`src/rtl/addr_sweep_checker_pkg.sv`:
```
// Shared constants, widths and state encoding for the adder sweep checker.
// Width helpers let the top derive vec/err widths from its own W parameter.
package addr_sweep_checker_pkg;

    localparam int unsigned W_DEF = 4;
    localparam int unsigned VEC_W = 2 * W_DEF;
    localparam int unsigned ERR_W = 2 * W_DEF + 1;
    localparam int unsigned NVEC  = 1 << VEC_W;

    typedef logic [1:0] state_t;

    localparam state_t IDLE = 2'd0;
    localparam state_t RUN  = 2'd1;
    localparam state_t DONE = 2'd2;

    function automatic int unsigned vec_width(input int unsigned w);
        return 2 * w;
    endfunction

    function automatic int unsigned err_width(input int unsigned w);
        return 2 * w + 1;
    endfunction

endpackage

```
`src/rtl/addr_sweep_vecgen.sv`:
```
// Vector and settle-hold counters for the sweep; flags the sample cycle and
// the final vector. vec stops at all-ones and never wraps inside a sweep.
module addr_sweep_vecgen
    import addr_sweep_checker_pkg::*;
#(
    parameter int unsigned VW     = VEC_W,
    parameter int unsigned SETTLE = 1
) (
    input  logic          clk,
    input  logic          rst,
    input  logic          clear,
    input  logic          run,
    output logic [VW-1:0] vec,
    output logic          last_vec_c,
    output logic          sample_now_c
);

    localparam int unsigned HOLD_W = (SETTLE > 1) ? $clog2(SETTLE) : 1;
    localparam logic [HOLD_W-1:0] HOLD_LAST = HOLD_W'(SETTLE - 1);
    localparam logic [VW-1:0]     VEC_LAST  = '1;

    logic [HOLD_W-1:0] hold;

    assign sample_now_c = run && (hold == HOLD_LAST);
    assign last_vec_c   = (vec == VEC_LAST);

    always_ff @(posedge clk) begin
        if (rst || clear) begin
            vec  <= '0;
            hold <= '0;
        end else if (sample_now_c) begin
            if (!last_vec_c) begin
                vec  <= vec + VW'(1);
                hold <= '0;
            end
        end else if (run) begin
            hold <= hold + HOLD_W'(1);
        end
    end

endmodule

```
`config.mk`:
```
export PLATFORM = sky130hd
export DESIGN_NAME = addr_sweep_vecgen
export DESIGN_NICKNAME = d
export VERILOG_FILES = /design/src/rtl/addr_sweep_checker_pkg.sv /design/src/rtl/addr_sweep_vecgen.sv
export SDC_FILE = /design/constraint.sdc
export NUM_CORES = 1
export LEC_CHECK = 0
export CAP_MARGIN = 20
export CORE_AREA = 2 2 39 41
export CTS_CLUSTER_SIZE = 10
export DETAILED_ROUTE_END_ITERATION = 6
export DIE_AREA = 0 0 41 43
export PLACE_DENSITY = 0.6
export SETUP_SLACK_MARGIN = 0.02
export SYNTH_ARGS = -nofsm -noshare
export SYNTH_HDL_FRONTEND = slang
export SYNTH_SLANG_ARGS = --single-unit
```
`constraint.sdc`:
```
create_clock -name clk -period 2 [get_ports clk]
set_input_delay 0.4 -clock clk [delete_from_list [all_inputs] [get_ports clk]]
set_output_delay 0.4 -clock clk [all_outputs]
set_load 0.01 [all_outputs]
```
# Word level (Yosys, flattened, before mapping)
# Cells that the tools add are included.
[classes]
n_addsub = 2
n_eq_ne = 2
n_mux = 3
bitwise_logic = 2
reduce_logical = 5
[op_table]
columns = ["operator", "count"]
rows = [
  ["adder 8 x 1 -> 8 bit, second input constant", 1],
  ["== test 8 bit, second input constant", 1],
  ["AND reduction 2 bit", 2],
  ["two-way mux 1 bit", 3],
  ["!= test 2 bit, second input constant", 1],
  ["NOT 1 bit", 2],
  ["nonzero test 2 bit", 1],
  ["adder 1 bit, second input constant", 1],
  ["logical AND 1 bit", 1],
  ["logical OR 1 bit", 1],
]
[word_totals]
regBits = 9
in_bits = 4
output_inout_bits = 10
word_cells = 16

# Depth between registers and ports, before layout
[logic_depth]
depth_word = 4
ltp_mapped = 5
ltp_nobuf = 5

# Least setup slack after synthesis
# Ideal clock, no wire load.
[synth_path]
path_kind = "register to register"
startpoint = "reg vec[0]"
endpoint = "reg vec[7]"
setup_ns = 0.126
arrival_time_ns = 1.349
t_required_ns = 1.874
slack_ns = 0.524
path_stages_with_launch = 6
path_buffers = 0
synth_period_minus_slack_ns = 1.476
cell_sequence = "dfxtp_1 ha_1 and3_2 a2111oi_4 xnor2_1 nor2_1"
[synth_via]
elab_chain_len = 3
word_cells_on_any_way = 4
cone_classes = "add/sub: 1; eq/ne: 1; bitwise: 1; reduce/logical: 1"
[synth_rtl]
columns = ["item", "line", "text"]
rows = [
  ["from (decl)", "addr_sweep_vecgen.sv:13", "output logic [VW-1:0] vec,"],
  ["from (signal assigned)", "addr_sweep_vecgen.sv:33", "vec <= vec + VW'(1);"],
  ["parallel branches: the longest is 3 deep, another holds adder 8 x 1 -> 8 bit", "--", ""],
]
# Several ways; the timed one is not identified.
# A chain may end at the register's enable or synchronous reset.

# Final worst setup path
[layout_path]
startpoint = "reg vec[0]"
endpoint = "out last_vec_c"
[layout_via]
elab_chain_len = 1
[layout_rtl]
columns = ["item", "line", "text"]
rows = [
  ["== test 8 bit", "addr_sweep_vecgen.sv:25", "assign last_vec_c = (vec == VEC_LAST);"],
  ["to (decl)", "addr_sweep_vecgen.sv:14", "output logic last_vec_c,"],
]
# No other way between the ends.

==> summary.txt <==
Floorplanning
  – Overall die area: between 1500 and 2000 µm²
  – Die width: between 40 and 50 µm
  – Overall die height: 43 µm
  – Core box area: 1380 µm²
  – Initial Util: 32.2%
  – Top-Level Pins: 14
  – Std cell rows: 14

Global routing
  – Total routing resource utilization after global routing: 12.8%
  – Via count of the first global-routing pass: roughly 350
  – Global-route wire length before repair: roughly 1.5 mm
  – Antenna violations before repair: 0
  – Maximum number of pins on one net before global-route repair: 10
  – Final global-route overflow total: 0

Finish
  – Final instance count without filler cells: 83
  – Core Util, Final: 46.9%
  – Synth-to-Final Area Change: 45.8%
  – Share of layout cells above drive strength 1: 17.9%
  – Antenna cell count: 0
  – Number of nets in the layout: between 70 and 80

Synthesis
  – Post-synthesis cell count: 47
  – Count of different cell masters after synthesis: 27
  – Sequential element share of the synthesized area: 40.4%
  – Number of register bits inferred by synthesis: 9
  – Syn_area_per_cell: 9.48 µm²
  – Combined area of all synthesized cells: around 450 µm²
  – Count of yosys warnings during synthesis: 0
  – Total nets after synthesis: 52

Timing
  – Slew at the pin with the worst max-slew slack: 0.270 ns
  – Final setup viols: 0
  – Final setup TNS: 0 ns
  – Clock period minus worst slack: 1.80 ns
  – RSZ-0062 raised after global routing: false
  – Number of pins exceeding their max-slew limit in the final report: 0
  – Relative max-transition margin: 82.0%
  – Clock tree skew after final layout: 0.000917 ns
  – Final period util: 90.0%
  – Final Hold Fails: 0
  – Highest clock frequency the design can meet: 556 MHz

Clock network
  – Total setup buffers inserted after CTS: 0
  – Clk pin slew, worst setup/hold paths: 0.06 ns
  – Clock H-tree levels: 1
  – Hold-fix buffer count after cts: 0
  – # resized after CTS: 1
  – Number of buffers between clock root and the deepest sink: 2
  – Number of buffers created by CTS: 3
  – Number of sinks driven by the clock tree: 9
  – Later-pin clock latency in the skew report: between 0.2 and 0.3 ns
  – Clock tree from TritonCTS: built
  – Buffer cell driving the clock tree root: sky130_fd_sc_hd__clkbuf_4

Setup path
  – Count of buffering cells on the critical path with inverters included: 1
  – Worst setup SP type: flip-flop
  – Highest fanout seen on the critical path: 4
  – Reg2reg path depth: 5
  – Slowest-stage cell, CP: sky130_fd_sc_hd__dfxtp_1
  – CP Cell Sequence: ha_1, nand3_1, nor2_1, dlygate4sd2_1
  – Logic depth of the worst setup path including buffers: 4
  – Endpoint arrival time on the critical path: between 1 and 1.5 ns
  – CP Class: flip-flop to primary output
  – Endpoint required time on the critical path: 1.60 ns
  – Maximum cell stage delay along the critical path: about 0.39 ns
  – Critical Path End Type: primary output
  – Gate family responsible for the most delay along the worst path: flip-flops

Outcome
  – Result of the run: finished, final reports clean

Route
  – Routed vias: 413
  – Post-detailed-route count of antenna-violating nets: 0
  – 1st-iter DRT viols: 5
  – Final wirelength: 924 µm
  – Residual DRC count: 0
  – Routed len/inst: around 11 µm
  – Via/cell ratio: 4.98
  – First-pass iteration count of the detailed router: 3

Placement
  – Cell Count Post-Placement: between 70 and 80
  – Routability-driven placement congestion ratio: 0.673
  – Placed wire-length estimate: 686 µm
  – Input/output buffers: 13

Power
  – VDD IR max: 284 µV
  – Sequential power share: 51.6%
  – Ratio of total power to cell area: about 540 nW/µm²
  – Standby leakage power: 0.000229 µW
  – Internal power summed over all cells: around 270 µW
  – Share of total power consumed by net switching: around 23%
  – Clock network fraction of total power: 41.1%
  – Overall power of the completed layout: 353 µW
  – NetSw: 80.2 µW
  – Combinational share of power: 7.3%

Worst hold path
  – Hold Path Depth: 1
  – Worst Hold Class: flip-flop to flip-flop

Job
  – Max-cap check violation count: 0
registers in the layout (all words and copies together), names as in the netlist:
signal	cells
hold	1
vec	8
cell usage in the layout (no fill, tap or decap), types with 2 or more instances in the layout:
cell and n:
sky130_fd_sc_hd__nand2_1 2, sky130_fd_sc_hd__nor2_1 7, sky130_fd_sc_hd__xor2_1 2, sky130_fd_sc_hd__o21ai_0 2
sky130_fd_sc_hd__nand4_1 2, sky130_fd_sc_hd__xnor2_1 2, sky130_fd_sc_hd__dfxtp_1 9, sky130_fd_sc_hd__clkdlybuf4s50_1 11
sky130_fd_sc_hd__nand3_1 2, sky130_fd_sc_hd__buf_4 4, sky130_fd_sc_hd__clkbuf_4 3
cell usage after synthesis:
master,instances,share of area (%)
sky130_fd_sc_hd__a2111oi_4,1,6.2
sky130_fd_sc_hd__a211oi_1,1,1.7
sky130_fd_sc_hd__a21oi_1,1,1.1
sky130_fd_sc_hd__a31oi_1,1,1.4
sky130_fd_sc_hd__and2_2,1,1.7
sky130_fd_sc_hd__and2b_1,1,1.7
sky130_fd_sc_hd__and3_2,1,1.7
sky130_fd_sc_hd__and4_1,1,2.0
sky130_fd_sc_hd__clkbuf_1,1,0.84
sky130_fd_sc_hd__dfxtp_1,9,40
sky130_fd_sc_hd__ha_1,1,2.8
sky130_fd_sc_hd__mux2i_1,1,2.2
sky130_fd_sc_hd__nand2_1,2,1.7
sky130_fd_sc_hd__nand3_1,2,2.2
sky130_fd_sc_hd__nand4_1,2,2.8
sky130_fd_sc_hd__nand4b_1,1,2.0
sky130_fd_sc_hd__nor2_1,7,5.9
sky130_fd_sc_hd__nor3_1,1,1.1
sky130_fd_sc_hd__nor3b_1,1,1.7
sky130_fd_sc_hd__nor4bb_1,1,2.2
sky130_fd_sc_hd__o211ai_1,1,1.7
sky130_fd_sc_hd__o21ai_0,2,2.2
sky130_fd_sc_hd__o21ai_2,1,2.0
sky130_fd_sc_hd__or2_2,1,1.4
sky130_fd_sc_hd__or3_1,1,1.4
sky130_fd_sc_hd__xnor2_1,2,3.9
sky130_fd_sc_hd__xor2_1,2,3.9
cells by family (layout without fill, tap and decap cells):
| group | count (synthesis) | after routing | share of synthesized area, % |
|---|---|---|---|
| simple gates | 23 | 23 | 29.5 |
| flops | 9 | 9 | 40.4 |
| compound gates | 8 | 8 | 16.3 |
| xor+xnor | 4 | 4 | 7.87 |
| fa+ha+maj | 1 | 1 | 2.81 |
| mux | 1 | 1 | 2.25 |
| buf+inv | 1 | 21 | 0.842 |
final timing paths:
check | startpoint | endpoint | slack [ns]
min reg2reg | hold | hold | 0.48
max reg2reg | vec[0] | vec[7] | 0.48
max | vec[0] | last_vec_c | 0.20
min | hold | hold | 0.48
area by class of cell:
cell class                      count  area [µm²]
Clock buffer                        4        26.3
Fill cell                         147         734
Multi-Input combinational cell     37         262
Sequential cell                     9         180
Tap cell                           16        20.0
Timing Repair Buffer               17         161
power groups by stage:
stage          logic (µW)  registers, µW  clock network, µW
2_1_floorplan        10.1            187                  0
3_3_place_gp         26.0            186                  0
3_5_place_dp         26.0            186                  0
4_1_cts              26.2            182                150
5_1_grt              27.9            182                159
6_report             25.7            182                145
metal layers:
metal,track usage (%),routed length (µm),up-vias
met5,0,0,-
met3,3.14,60,3
met2,15.6,377,15
met1,18.3,462,183
li1,-,-,212
met4,10.0,23,0
stage by stage:
stage / area [µm²] / hold slack, ns / setup slack, ns
after floorplan: 445 / 0.458 / 0.524
after global placement: 622 / 0.471 / 0.0634
after detailed placement: 622 / 0.474 / 0.0553
after CTS: 647 / 0.484 / 0.0492
after global routing: 649 / 0.504 / 0.0728
final: 649 / 0.478 / 0.201
Power figures use the tool's default switching activity.
